[src/rtl/cla_pipe_addsub.sv]
// Pipelined carry-lookahead adder/subtractor: one GROUP-bit lookahead group is
// resolved per stage, and the inter-group carry is registered between stages.
`timescale 1ns/1ps
module cla_pipe_addsub #(
    parameter int WIDTH = 32,
    parameter int GROUP = 16
) (
    input  logic             clk,
    input  logic             rst,
    input  logic             flush,
    input  logic             in_valid,
    output logic             in_ready,
    input  logic [WIDTH-1:0] in_a,
    input  logic [WIDTH-1:0] in_b,
    input  logic             in_sub,
    input  logic             in_cin,
    output logic             out_valid,
    input  logic             out_ready,
    output logic [WIDTH-1:0] out_sum,
    output logic             out_cout,
    output logic             out_ovf,
    output logic             out_zero
);
    localparam int NSTAGE = WIDTH / GROUP;
    localparam int NCELL  = GROUP / 4;

    // Handshake: a bundle moves in when in_valid && in_ready, and a result
    // moves out when out_valid && out_ready. The whole pipe advances together
    // whenever the output slot is empty or being drained, so in_ready never
    // depends on in_valid.
    logic             adv;
    logic [WIDTH-1:0] b_eff;
    logic             c0;

    assign adv      = !out_valid || out_ready;
    assign in_ready = adv;
    assign b_eff    = in_sub ? ~in_b : in_b;
    assign c0       = in_sub ^ in_cin;

    // GROUP-bit lookahead built from 4-bit cells; returns {carry_out, sum}.
    function automatic logic [GROUP:0] cla_group(input logic [GROUP-1:0] a,
                                                 input logic [GROUP-1:0] b,
                                                 input logic             cin);
        logic [GROUP-1:0] p, g, c;
        logic [NCELL-1:0] cg, cp;
        logic [NCELL:0]   cc;
        logic             acc, run;
        p = a ^ b;
        g = a & b;
        for (int j = 0; j < NCELL; j++) begin
            cg[j] = g[4*j+3] | (p[4*j+3] & g[4*j+2]) | (p[4*j+3] & p[4*j+2] & g[4*j+1])
                  | (p[4*j+3] & p[4*j+2] & p[4*j+1] & g[4*j]);
            cp[j] = &p[4*j +: 4];
        end
        cc[0] = cin;
        for (int j = 0; j < NCELL; j++) begin
            acc = cg[j];
            run = cp[j];
            for (int i = j - 1; i >= 0; i--) begin
                acc = acc | (run & cg[i]);
                run = run & cp[i];
            end
            cc[j+1] = acc | (run & cin);
        end
        for (int j = 0; j < NCELL; j++) begin
            c[4*j]   = cc[j];
            c[4*j+1] = g[4*j] | (p[4*j] & cc[j]);
            c[4*j+2] = g[4*j+1] | (p[4*j+1] & g[4*j]) | (p[4*j+1] & p[4*j] & cc[j]);
            c[4*j+3] = g[4*j+2] | (p[4*j+2] & g[4*j+1]) | (p[4*j+2] & p[4*j+1] & g[4*j])
                     | (p[4*j+2] & p[4*j+1] & p[4*j] & cc[j]);
        end
        return {cc[NCELL], p ^ c};
    endfunction

    genvar k;
    for (k = 0; k < NSTAGE; k++) begin : stg
        localparam int RIN  = WIDTH - k*GROUP;  // operand bits still unresolved on entry
        localparam int SOUT = (k+1)*GROUP;      // sum bits resolved after this stage

        logic [RIN-1:0]  a_in, b_in;
        logic            c_in, v_in;
        logic [GROUP:0]  res;
        logic [SOUT-1:0] sum_d;
        logic            vld_q, c_q;
        logic [SOUT-1:0] sum_q;

        if (k == 0) begin : g_first
            assign a_in  = in_a;
            assign b_in  = b_eff;
            assign c_in  = c0;
            assign v_in  = in_valid;
            assign sum_d = res[GROUP-1:0];
        end else begin : g_next
            assign a_in  = stg[k-1].g_rem.a_q;
            assign b_in  = stg[k-1].g_rem.b_q;
            assign c_in  = stg[k-1].c_q;
            assign v_in  = stg[k-1].vld_q;
            assign sum_d = {res[GROUP-1:0], stg[k-1].sum_q};
        end

        assign res = cla_group(a_in[GROUP-1:0], b_in[GROUP-1:0], c_in);

        always_ff @(posedge clk or posedge rst) begin
            if (rst) begin
                vld_q <= 1'b0;
                c_q   <= 1'b0;
                sum_q <= '0;
            end else begin
                if (flush)    vld_q <= 1'b0;
                else if (adv) vld_q <= v_in;
                if (adv) begin
                    c_q   <= res[GROUP];
                    sum_q <= sum_d;
                end
            end
        end

        if (k < NSTAGE - 1) begin : g_rem
            logic [RIN-GROUP-1:0] a_q, b_q;
            always_ff @(posedge clk or posedge rst) begin
                if (rst) begin
                    a_q <= '0;
                    b_q <= '0;
                end else if (adv) begin
                    a_q <= a_in[RIN-1:GROUP];
                    b_q <= b_in[RIN-1:GROUP];
                end
            end
        end else begin : g_last
            // The sign bits live in the top group, so flags are formed here.
            logic ovf_q, zero_q;
            always_ff @(posedge clk or posedge rst) begin
                if (rst) begin
                    ovf_q  <= 1'b0;
                    zero_q <= 1'b0;
                end else if (adv) begin
                    ovf_q  <= (a_in[RIN-1] == b_in[RIN-1]) && (res[GROUP-1] != a_in[RIN-1]);
                    zero_q <= (sum_d == '0);
                end
            end
        end
    end

    assign out_valid = stg[NSTAGE-1].vld_q;
    assign out_sum   = stg[NSTAGE-1].sum_q;
    assign out_cout  = stg[NSTAGE-1].c_q;
    assign out_ovf   = stg[NSTAGE-1].g_last.ovf_q;
    assign out_zero  = stg[NSTAGE-1].g_last.zero_q;

endmodule

[config.mk]
export PLATFORM = sky130hd
export DESIGN_NAME = cla_pipe_addsub
export DESIGN_NICKNAME = d
export VERILOG_FILES = /design/src/rtl/cla_pipe_addsub.sv
export SDC_FILE = /design/constraint.sdc
export NUM_CORES = 1
export LEC_CHECK = 0
export ABC_CLOCK_PERIOD_IN_PS = 4100
export BUFFER_PORTS_ARGS = -buffer_cell sky130_fd_sc_hd__buf_2
export CELL_PAD_IN_SITES_DETAIL_PLACEMENT = 0
export CELL_PAD_IN_SITES_GLOBAL_PLACEMENT = 1
export CORE_MARGIN = 2
export CORE_UTILIZATION = 41
export DETAILED_ROUTE_END_ITERATION = 12
export GPL_TIMING_DRIVEN = 0
export PLACE_DENSITY_LB_ADDON = 0.1
export SETUP_SLACK_MARGIN = 0.3
export SLEW_MARGIN = 0
export SYNTH_ARGS = -nofsm -noshare
export SYNTH_HDL_FRONTEND = slang
export SYNTH_SLANG_ARGS = --single-unit
[constraint.sdc]
create_clock -name clk -period 4.1 [get_ports clk]
set_input_delay 0.82 -clock clk [delete_from_list [all_inputs] [get_ports clk]]
set_output_delay 0.82 -clock clk [all_outputs]
set_load 0.01 [all_outputs]
==> results of run 1 <==
power by group through the flow:
| stage | Clock [mW] | Sequential, mW | Combinational, mW |
|---|---|---|---|
| 2_1_floorplan | 0 | 1.23 | 0.481 |
| 3_5_place_dp | 0 | 1.21 | 0.831 |
| 3_3_place_gp | 0 | 1.21 | 0.815 |
| 5_1_grt | 0.926 | 1.22 | 0.928 |
| 6_report | 0.878 | 1.20 | 0.829 |
| 4_1_cts | 0.896 | 1.20 | 0.836 |
timing repair:
item	in CTS	in global routing
gates resized for setup	0	3
hold buffers	0	0
endpoints found under the setup margin	0	1
metrics by stage:
stage,worst slack [ps],hold WS (ps)
finish,584.1,461.7
global route,308.0,480.7
floorplan,699.7,445.3
CTS,415.8,464.6
detailed placement,231.7,450.2
global placement,-46.03,444.8
cells in the final DEF (no fill, tap or decap), types with 2 or more instances in the layout:
master                       Yosys  final
sky130_fd_sc_hd__ha_1           32     32
sky130_fd_sc_hd__clkbuf_16       0      9
sky130_fd_sc_hd__a21oi_1        24     24
sky130_fd_sc_hd__fa_1            8      8
sky130_fd_sc_hd__nor2_1         31     31
sky130_fd_sc_hd__xnor2_1        24     24
sky130_fd_sc_hd__dfrtp_1        86     86
sky130_fd_sc_hd__xor2_1         30     30
sky130_fd_sc_hd__nand4_1         3      3
sky130_fd_sc_hd__o31ai_1         5      5
sky130_fd_sc_hd__o21a_1          2      2
sky130_fd_sc_hd__nor3_1          5      5
sky130_fd_sc_hd__nand2b_1        2      2
sky130_fd_sc_hd__o21ai_0        23     23
sky130_fd_sc_hd__clkinvlp_4      0      4
sky130_fd_sc_hd__buf_1           2      2
sky130_fd_sc_hd__clkbuf_1       20     20
sky130_fd_sc_hd__a21o_1          6      6
sky130_fd_sc_hd__bufinv_16       0      2
sky130_fd_sc_hd__a211oi_1        4      3
sky130_fd_sc_hd__inv_1          17     16
sky130_fd_sc_hd__or3_1           3      3
sky130_fd_sc_hd__o21ai_1        12     12
sky130_fd_sc_hd__nand3_1         4      4
sky130_fd_sc_hd__nor4_1          4      3
sky130_fd_sc_hd__nand2_1       149    149
sky130_fd_sc_hd__buf_2           0    106
logic make-up (layout without fill, tap and decap cells):
group | after synthesis | in the layout | share of synthesized area
muxes | 2 | 2 | 0.004424
DFF | 86 | 86 | 0.4476
xor gates and xnor gates | 55 | 55 | 0.1041
adders and majority gates | 40 | 40 | 0.1166
and+or+nand+nor | 206 | 206 | 0.1741
buffers and inverters | 40 | 163 | 0.03279
AOI/OAI and AO/OA | 92 | 92 | 0.1205
layout make-up:
type	instances	area, µm²	share of cell area
plain buffers	23	93.84	0.01593
clock buffers	9	225.2	0.03824
clock inverters	7	98.84	0.01678
inverters	17	66.31	0.01126
multi-input cells	395	2516	0.4272
flip-flops and latches	86	2152	0.3654
well taps	143	178.9	0.03038
repair buffers	107	558.0	0.09475
flip-flops by register name, indices dropped and copies added (netlist names):
name / cells
out_ovf: 1
stg.c_q: 1
stg.vld_q: 1
out_zero: 1
stg.sum_q: 16
stg.g_rem.a_q: 16
out_valid: 1
out_sum: 32
out_cout: 1
stg.g_rem.b_q: 16
per-layer routing:
metal,routed length [µm],up-vias,global-route usage
li1,-,1978,-
met1,5757,1875,0.2891
met2,5357,86,0.2904
met3,578,8,0.03672
met4,84,0,0.04553
met5,0,-,0
worst max-delay path: stages:
cell                       delay, ps
sky130_fd_sc_hd__buf_6           140
sky130_fd_sc_hd__clkbuf_1        680
sky130_fd_sc_hd__xor2_1          200
sky130_fd_sc_hd__ha_1            230
sky130_fd_sc_hd__a21oi_1         190
sky130_fd_sc_hd__o21ai_0         200
sky130_fd_sc_hd__a221oi_1        310
sky130_fd_sc_hd__nand2_1         160
sky130_fd_sc_hd__a41o_1          290
sky130_fd_sc_hd__or3_1           300
sky130_fd_sc_hd__a21oi_1         150
sky130_fd_sc_hd__nor2_1           60
path summary, 6_finish.rpt:
kind | start | endpoint | slack (ps) | cells past startpoint
worst min register to register | out_sum[2] | out_sum[2] | 460 | 2
worst min-delay path | out_sum[2] | out_sum[2] | 460 | 2
worst max register to register | stg[0].g_rem.a_q[5] | out_zero | 590 | 12
max in group asynchronous | rst | out_sum[18] | 2950 | 3
worst max-delay path | in_sub | stg[0].sum_q[15] | 580 | 12
min in group asynchronous | rst | out_zero | 530 | 2
==> run_summary.xml, run 1 <==
<?xml version="1.0" encoding="UTF-8"?>
<metrics>
  <group name="run_status">
    <metric name="run_status" unit="">completed</metric>
  </group>
  <group name="die">
    <metric name="die_width" unit="µm">112.3</metric>
    <metric name="starting_density" unit="">0.4211</metric>
    <metric name="floorplan.rows" unit="">39</metric>
    <metric name="floorplan.die.height" unit="µm">112.3</metric>
    <metric name="floorplan.core_area" unit="mm²">0.01142</metric>
    <metric name="num_io_pins" unit="">108</metric>
    <metric name="fp.dieArea" unit="mm²">0.01261</metric>
  </group>
  <group name="clock_tree">
    <metric name="cts_max_level" unit="">3</metric>
    <metric name="clock_insertion_delay_worst_skew" unit="ps">340</metric>
    <metric name="cts.reportedPaths.clkPinSlew" unit="ps">60</metric>
    <metric name="postCtsSetupBuffers" unit="">0</metric>
    <metric name="tritoncts_buffer_count" unit="">9</metric>
    <metric name="tritoncts_num_sinks" unit="">86</metric>
    <metric name="ctsRootBufferMaster" unit="">sky130_fd_sc_hd__clkbuf_16</metric>
    <metric name="cts_tree" unit="">done</metric>
    <metric name="clock_path_buffers" unit="">2</metric>
  </group>
  <group name="timing">
    <metric name="finalSetupViolCount" unit="">0</metric>
    <metric name="unrepaired_setup_endpoints_after_global_routing" unit="">false</metric>
    <metric name="period_minus_slack" unit="ps">3516</metric>
    <metric name="max_clock_freq" unit="GHz">0.2844</metric>
    <metric name="worst_margin_pin_slew" unit="ps">877.9</metric>
    <metric name="final.setup.tns" unit="ps">0</metric>
    <metric name="finalClockSkew" unit="ps">4.233</metric>
    <metric name="final_hold_viol_count" unit="">0</metric>
    <metric name="timing.max_slew.rel_slack" unit="">0.4147</metric>
    <metric name="maxSlewViolCount" unit="">0</metric>
    <metric name="period_share" unit="">0.8575</metric>
  </group>
  <group name="pwr">
    <metric name="power.share.sequential" unit="">0.412</metric>
    <metric name="max-vdd-ir-drop" unit="mV">0.2886</metric>
    <metric name="clockPowerShare" unit="">0.302</metric>
    <metric name="internal_power" unit="mW">1.951</metric>
    <metric name="power_frac_comb" unit="">0.285</metric>
    <metric name="power_density" unit="mW/mm²">493.1</metric>
    <metric name="swShare" unit="">0.3281</metric>
    <metric name="power.net_switching" unit="µW">952.8</metric>
    <metric name="leakage" unit="nW">2.861</metric>
    <metric name="total_power_after_layout" unit="mW">2.904</metric>
  </group>
  <group name="setup_path">
    <metric name="timing.critical_path.arrival" unit="ps">3750</metric>
    <metric name="critical_path_peak_fanout" unit="">10</metric>
    <metric name="worst-endpoint-required" unit="ps">4330</metric>
    <metric name="endpoint_kind" unit="">flip-flop</metric>
    <metric name="criticalPathCategory" unit="">primary input to flip-flop</metric>
    <metric name="critPathLaunchType" unit="">primary input</metric>
  </group>
  <group name="yosys">
    <metric name="yosys_register_bits" unit="">86</metric>
    <metric name="number_of_enable_type_register_cells_in_the_synthesized_netlist" unit="">0</metric>
    <metric name="synth_nets" unit="">632</metric>
    <metric name="ys_top_cells_by_area" unit="">sky130_fd_sc_hd__dfrtp_1 (45%), sky130_fd_sc_hd__nand2_1 (12%), sky130_fd_sc_hd__ha_1 (8.3%), sky130_fd_sc_hd__xor2_1 (5.5%), sky130_fd_sc_hd__xnor2_1 (4.4%)</metric>
    <metric name="postSynth.asyncResetShare" unit="">1.000</metric>
    <metric name="yosys-top-cells-count" unit="">sky130_fd_sc_hd__nand2_1 (149), sky130_fd_sc_hd__dfrtp_1 (86), sky130_fd_sc_hd__ha_1 (32)</metric>
    <metric name="ys_warn_count" unit="">0</metric>
    <metric name="yosysSeqAreaShare" unit="">0.4476</metric>
    <metric name="synth_flop_cell" unit="">sky130_fd_sc_hd__dfrtp_1</metric>
    <metric name="synth_cell_type_count" unit="">47</metric>
    <metric name="synthesis.area" unit="mm²">0.004808</metric>
    <metric name="area_share_of_the_leading_cell_type_in_the_synthesized_netlist" unit="">0.4476</metric>
    <metric name="synth.most_common_cell" unit="">sky130_fd_sc_hd__nand2_1</metric>
    <metric name="netlist.top_cell.by_area" unit="">sky130_fd_sc_hd__dfrtp_1</metric>
    <metric name="syn_avg_cell_area" unit="µm²">9.229</metric>
    <metric name="syn-instance-count" unit="">521</metric>
  </group>
  <group name="cells_and_area">
    <metric name="post_layout_nonfiller_instances" unit="">787</metric>
    <metric name="finish.utilization" unit="">0.5158</metric>
    <metric name="layout.filler_cells" unit="">1137</metric>
    <metric name="nNetsFinal" unit="">750</metric>
    <metric name="final_cell_area" unit="mm²">0.005889</metric>
    <metric name="final_layout_size_suffix_gt1_frac" unit="">0.2143</metric>
    <metric name="insertedDiodeCount" unit="">0</metric>
    <metric name="layout-area-overhead-vs-synth" unit="%">22.48</metric>
  </group>
  <group name="global_route">
    <metric name="antenna_found_initial" unit="">0</metric>
    <metric name="first_global_vias" unit="">3784</metric>
    <metric name="gr-usage-all-layers" unit="">0.1927</metric>
    <metric name="largest_net_degree_at_the_start_of_global_routing" unit="">47</metric>
    <metric name="grt_first_pass_wirelength" unit="µm">19030</metric>
    <metric name="grt-ovfl-total" unit="">0</metric>
  </group>
  <group name="detailed_routing">
    <metric name="totalWireLength" unit="µm">11780</metric>
    <metric name="drc" unit="">0</metric>
    <metric name="via_count" unit="">3947</metric>
    <metric name="number_of_routed_nets_with_antenna_violations" unit="">0</metric>
    <metric name="drt-initial-drc-count" unit="">216</metric>
    <metric name="drt_pass1_iterations" unit="">4</metric>
    <metric name="drt-wirelength-per-cell" unit="µm">14.96</metric>
    <metric name="avgViaCountPerCell" unit="">5.015</metric>
  </group>
  <group name="placed_design">
    <metric name="dp.final_hpwl" unit="µm">9098</metric>
    <metric name="dp.cells" unit="">771</metric>
    <metric name="place_congestion" unit="">0.9116</metric>
    <metric name="instance_area_after_placement" unit="mm²">0.005548</metric>
    <metric name="place.port_buffers" unit="">106</metric>
  </group>
  <group name="job">
    <metric name="cap_violations" unit="">0</metric>
  </group>
  <group name="hold_path">
    <metric name="hold_path.class" unit="">flip-flop to flip-flop</metric>
  </group>
</metrics>
Note: power is estimated with default switching activity, not from simulation.
==> run 2, diff against run 1 <==
==> constraint.sdc (replaced) <==
create_clock -name clk -period 4.1 [get_ports clk]
set_input_delay 1.23 -clock clk [delete_from_list [all_inputs] [get_ports clk]]
set_output_delay 1.23 -clock clk [all_outputs]
set_load 0.01 [all_outputs]
==> run 2 against run 1 <==
Non-clock buffer count did not move. Cell count did not move. Register-to-register slack barely moved.
==> run_summary.xml, run 2 (synthesis results as in run 1) <==
<?xml version="1.0" encoding="UTF-8"?>
<metrics>
  <group name="detailed_routing">
    <metric name="avgViaCountPerCell" unit="">5.039</metric>
    <metric name="drt-initial-drc-count" unit="">208</metric>
    <metric name="drt-wirelength-per-cell" unit="µm">15.28</metric>
    <metric name="drc" unit="">0</metric>
    <metric name="via_count" unit="">3966</metric>
    <metric name="drt_pass1_iterations" unit="">4</metric>
    <metric name="totalWireLength" unit="µm">12030</metric>
    <metric name="number_of_routed_nets_with_antenna_violations" unit="">0</metric>
  </group>
  <group name="clock_tree">
    <metric name="cts_max_level" unit="">3</metric>
    <metric name="clock_insertion_delay_worst_skew" unit="ps">340</metric>
    <metric name="cts_hold_buffers" unit="">0</metric>
    <metric name="ctsRootBufferMaster" unit="">sky130_fd_sc_hd__clkbuf_16</metric>
    <metric name="tritoncts_num_sinks" unit="">86</metric>
    <metric name="tritoncts_buffer_count" unit="">9</metric>
    <metric name="cts.reportedPaths.clkPinSlew" unit="ps">70</metric>
    <metric name="postCtsSetupBuffers" unit="">0</metric>
    <metric name="cts_tree" unit="">done</metric>
    <metric name="clock_path_buffers" unit="">2</metric>
  </group>
  <group name="die">
    <metric name="floorplan.die.height" unit="µm">112.3</metric>
    <metric name="fp.dieArea" unit="mm²">0.01261</metric>
    <metric name="floorplan.rows" unit="">39</metric>
    <metric name="starting_density" unit="">0.4211</metric>
    <metric name="die_width" unit="µm">112.3</metric>
    <metric name="floorplan.core_area" unit="mm²">0.01142</metric>
    <metric name="num_io_pins" unit="">108</metric>
  </group>
  <group name="run_status">
    <metric name="run_status" unit="">completed</metric>
  </group>
  <group name="placed_design">
    <metric name="place_congestion" unit="">0.8987</metric>
    <metric name="dp.final_hpwl" unit="µm">9176</metric>
    <metric name="place.port_buffers" unit="">106</metric>
  </group>
  <group name="timing">
    <metric name="holdWs" unit="ps">461.9</metric>
    <metric name="period_share" unit="">0.8955</metric>
    <metric name="worst_margin_pin_slew" unit="ps">671.5</metric>
    <metric name="max_clock_freq" unit="GHz">0.2724</metric>
    <metric name="unrepaired_setup_endpoints_after_global_routing" unit="">false</metric>
    <metric name="final_hold_viol_count" unit="">0</metric>
    <metric name="period_minus_slack" unit="ps">3672</metric>
    <metric name="timing.max_slew.rel_slack" unit="">0.5523</metric>
    <metric name="finalClockSkew" unit="ps">10.55</metric>
    <metric name="finalSetupViolCount" unit="">0</metric>
    <metric name="maxSlewViolCount" unit="">0</metric>
  </group>
  <group name="global_route">
    <metric name="gr_util_met3" unit="">0.03294</metric>
    <metric name="largest_net_degree_at_the_start_of_global_routing" unit="">52</metric>
    <metric name="grt_first_pass_wirelength" unit="µm">19640</metric>
    <metric name="grt_most_used_layer" unit="">met2</metric>
    <metric name="gr-usage-all-layers" unit="">0.1989</metric>
    <metric name="antenna_found_initial" unit="">0</metric>
    <metric name="grt-ovfl-total" unit="">0</metric>
    <metric name="groute.layer.met1.usage" unit="">0.2912</metric>
    <metric name="first_global_vias" unit="">3818</metric>
    <metric name="groute.layer.met2.usage" unit="">0.3044</metric>
  </group>
  <group name="cells_and_area">
    <metric name="final_layout_size_suffix_gt1_frac" unit="">0.2205</metric>
    <metric name="layout.cells.most_common" unit="">sky130_fd_sc_hd__nand2_1</metric>
    <metric name="insertedDiodeCount" unit="">0</metric>
    <metric name="most_used_cells_in_the_layout_excluding_fill_and_tap_cells" unit="">sky130_fd_sc_hd__nand2_1 (149), sky130_fd_sc_hd__buf_2 (107), sky130_fd_sc_hd__dfrtp_1 (86)</metric>
    <metric name="largest_reg_flops" unit="">32</metric>
    <metric name="nNetsFinal" unit="">750</metric>
    <metric name="layout-area-overhead-vs-synth" unit="%">21.68</metric>
  </group>
  <group name="setup_path">
    <metric name="timing.critical_path.arrival" unit="ps">2440</metric>
    <metric name="criticalPathCategory" unit="">primary input to primary output</metric>
    <metric name="worstPathBufferInverterCount" unit="">6</metric>
    <metric name="timing.critical_path.mode_cell" unit="">sky130_fd_sc_hd__clkbuf_2</metric>
    <metric name="crit_slowest_cell" unit="">sky130_fd_sc_hd__clkbuf_2</metric>
    <metric name="regToRegSetupSlack" unit="ps">580</metric>
    <metric name="worst_stage_delay_on_the_critical_path" unit="ps">270</metric>
    <metric name="endpoint_kind" unit="">primary output</metric>
    <metric name="critPathLaunchType" unit="">primary input</metric>
    <metric name="crit_chain" unit="">buf_2 -&gt; nor2b_1 -&gt; clkbuf_2 -&gt; inv_1 -&gt; clkbuf_2 -&gt; clkbuf_2 -&gt; buf_2</metric>
    <metric name="critical_path_peak_fanout" unit="">10</metric>
    <metric name="worst-endpoint-required" unit="ps">2870</metric>
    <metric name="critPathTopFamily" unit="">buffers and inverters</metric>
  </group>
  <group name="pwr">
    <metric name="leakage" unit="nW">2.874</metric>
    <metric name="power_frac_comb" unit="">0.296</metric>
    <metric name="power_density" unit="mW/mm²">478.9</metric>
    <metric name="max-vdd-ir-drop" unit="mV">0.2110</metric>
    <metric name="swShare" unit="">0.3406</metric>
    <metric name="power.net_switching" unit="µW">954.2</metric>
    <metric name="power.share.sequential" unit="">0.427</metric>
    <metric name="total_power_after_layout" unit="mW">2.802</metric>
    <metric name="clockPowerShare" unit="">0.277</metric>
    <metric name="internal_power" unit="mW">1.847</metric>
  </group>
  <group name="hold_path">
    <metric name="hold_path.class" unit="">flip-flop to flip-flop</metric>
  </group>
  <group name="job">
    <metric name="cap_violations" unit="">0</metric>
  </group>
</metrics>
[run 2: worst paths after layout]
kind / depth (start not counted) / endpoint / from
hold / removal: 2 / out_sum[2] / out_sum[2]
max in group asynchronous: 3 / out_sum[11] / rst
hold reg to reg: 2 / out_sum[2] / out_sum[2]
setup reg to reg: 12 / out_zero / stg[0].g_rem.a_q[1]
min in group asynchronous: 2 / stg[0].g_rem.a_q[12] / rst
setup / recovery: 7 / in_ready / out_ready
[run 2: power by group through the flow]
stage,combinational [mW],clock (mW),sequential [mW]
6_report,0.828,0.776,1.20
4_1_cts,0.833,0.789,1.20
3_5_place_dp,0.828,0,1.21
2_1_floorplan,0.481,0,1.23
5_1_grt,0.931,0.826,1.22
3_3_place_gp,0.813,0,1.21
[run 2: cell type report]
class | count | area, µm²
sequential | 86 | 2152
fill | 1120 | 5568
timing repair buffer | 107 | 558.0
clock buffer | 10 | 239.0
inverter | 17 | 66.31
clock inverter | 6 | 43.79
buffer | 23 | 100.1
tap | 143 | 178.9
multi-input combinational | 395 | 2512
[run 2: through the flow]
step	TNS, ps	worst slack [ps]	utilization	area [µm²]	instances
detailed placement	-544.9	-188.4	0.4860	5549	771
CTS	0	247.9	0.5110	5834	787
floorplan	0	392.1	-	4810	521
finish	0	428.4	0.5124	5851	787
global placement	-37330	-434.1	0.4833	5519	770
global route	0	307.6	0.5124	5851	787
[run 2: metal layers]
layer,routed length (µm),up-vias
met5,0,-
met4,153,0
met3,545,10
met2,5484,95
met1,5843,1892
li1,-,1969
[run 2: worst reg2reg max path, cell delays in order (launching register included)]
cell and delay, ps:
sky130_fd_sc_hd__dfrtp_1 390, sky130_fd_sc_hd__ha_1 330, sky130_fd_sc_hd__o21ai_1 100, sky130_fd_sc_hd__o21ai_1 160, sky130_fd_sc_hd__o2111ai_2 220, sky130_fd_sc_hd__o21ai_1 280
sky130_fd_sc_hd__fa_1 500, sky130_fd_sc_hd__nor4_1 240, sky130_fd_sc_hd__nand4_1 150, sky130_fd_sc_hd__or4_1 510, sky130_fd_sc_hd__nor3_1 230, sky130_fd_sc_hd__nand4_1 180
sky130_fd_sc_hd__o21ai_1 150
[run 2: timing repair]
action                                  in CTS  in global routing
resized for setup                            2                  8
gates cloned                                 0                  0
endpoints found under the setup margin       5                  4
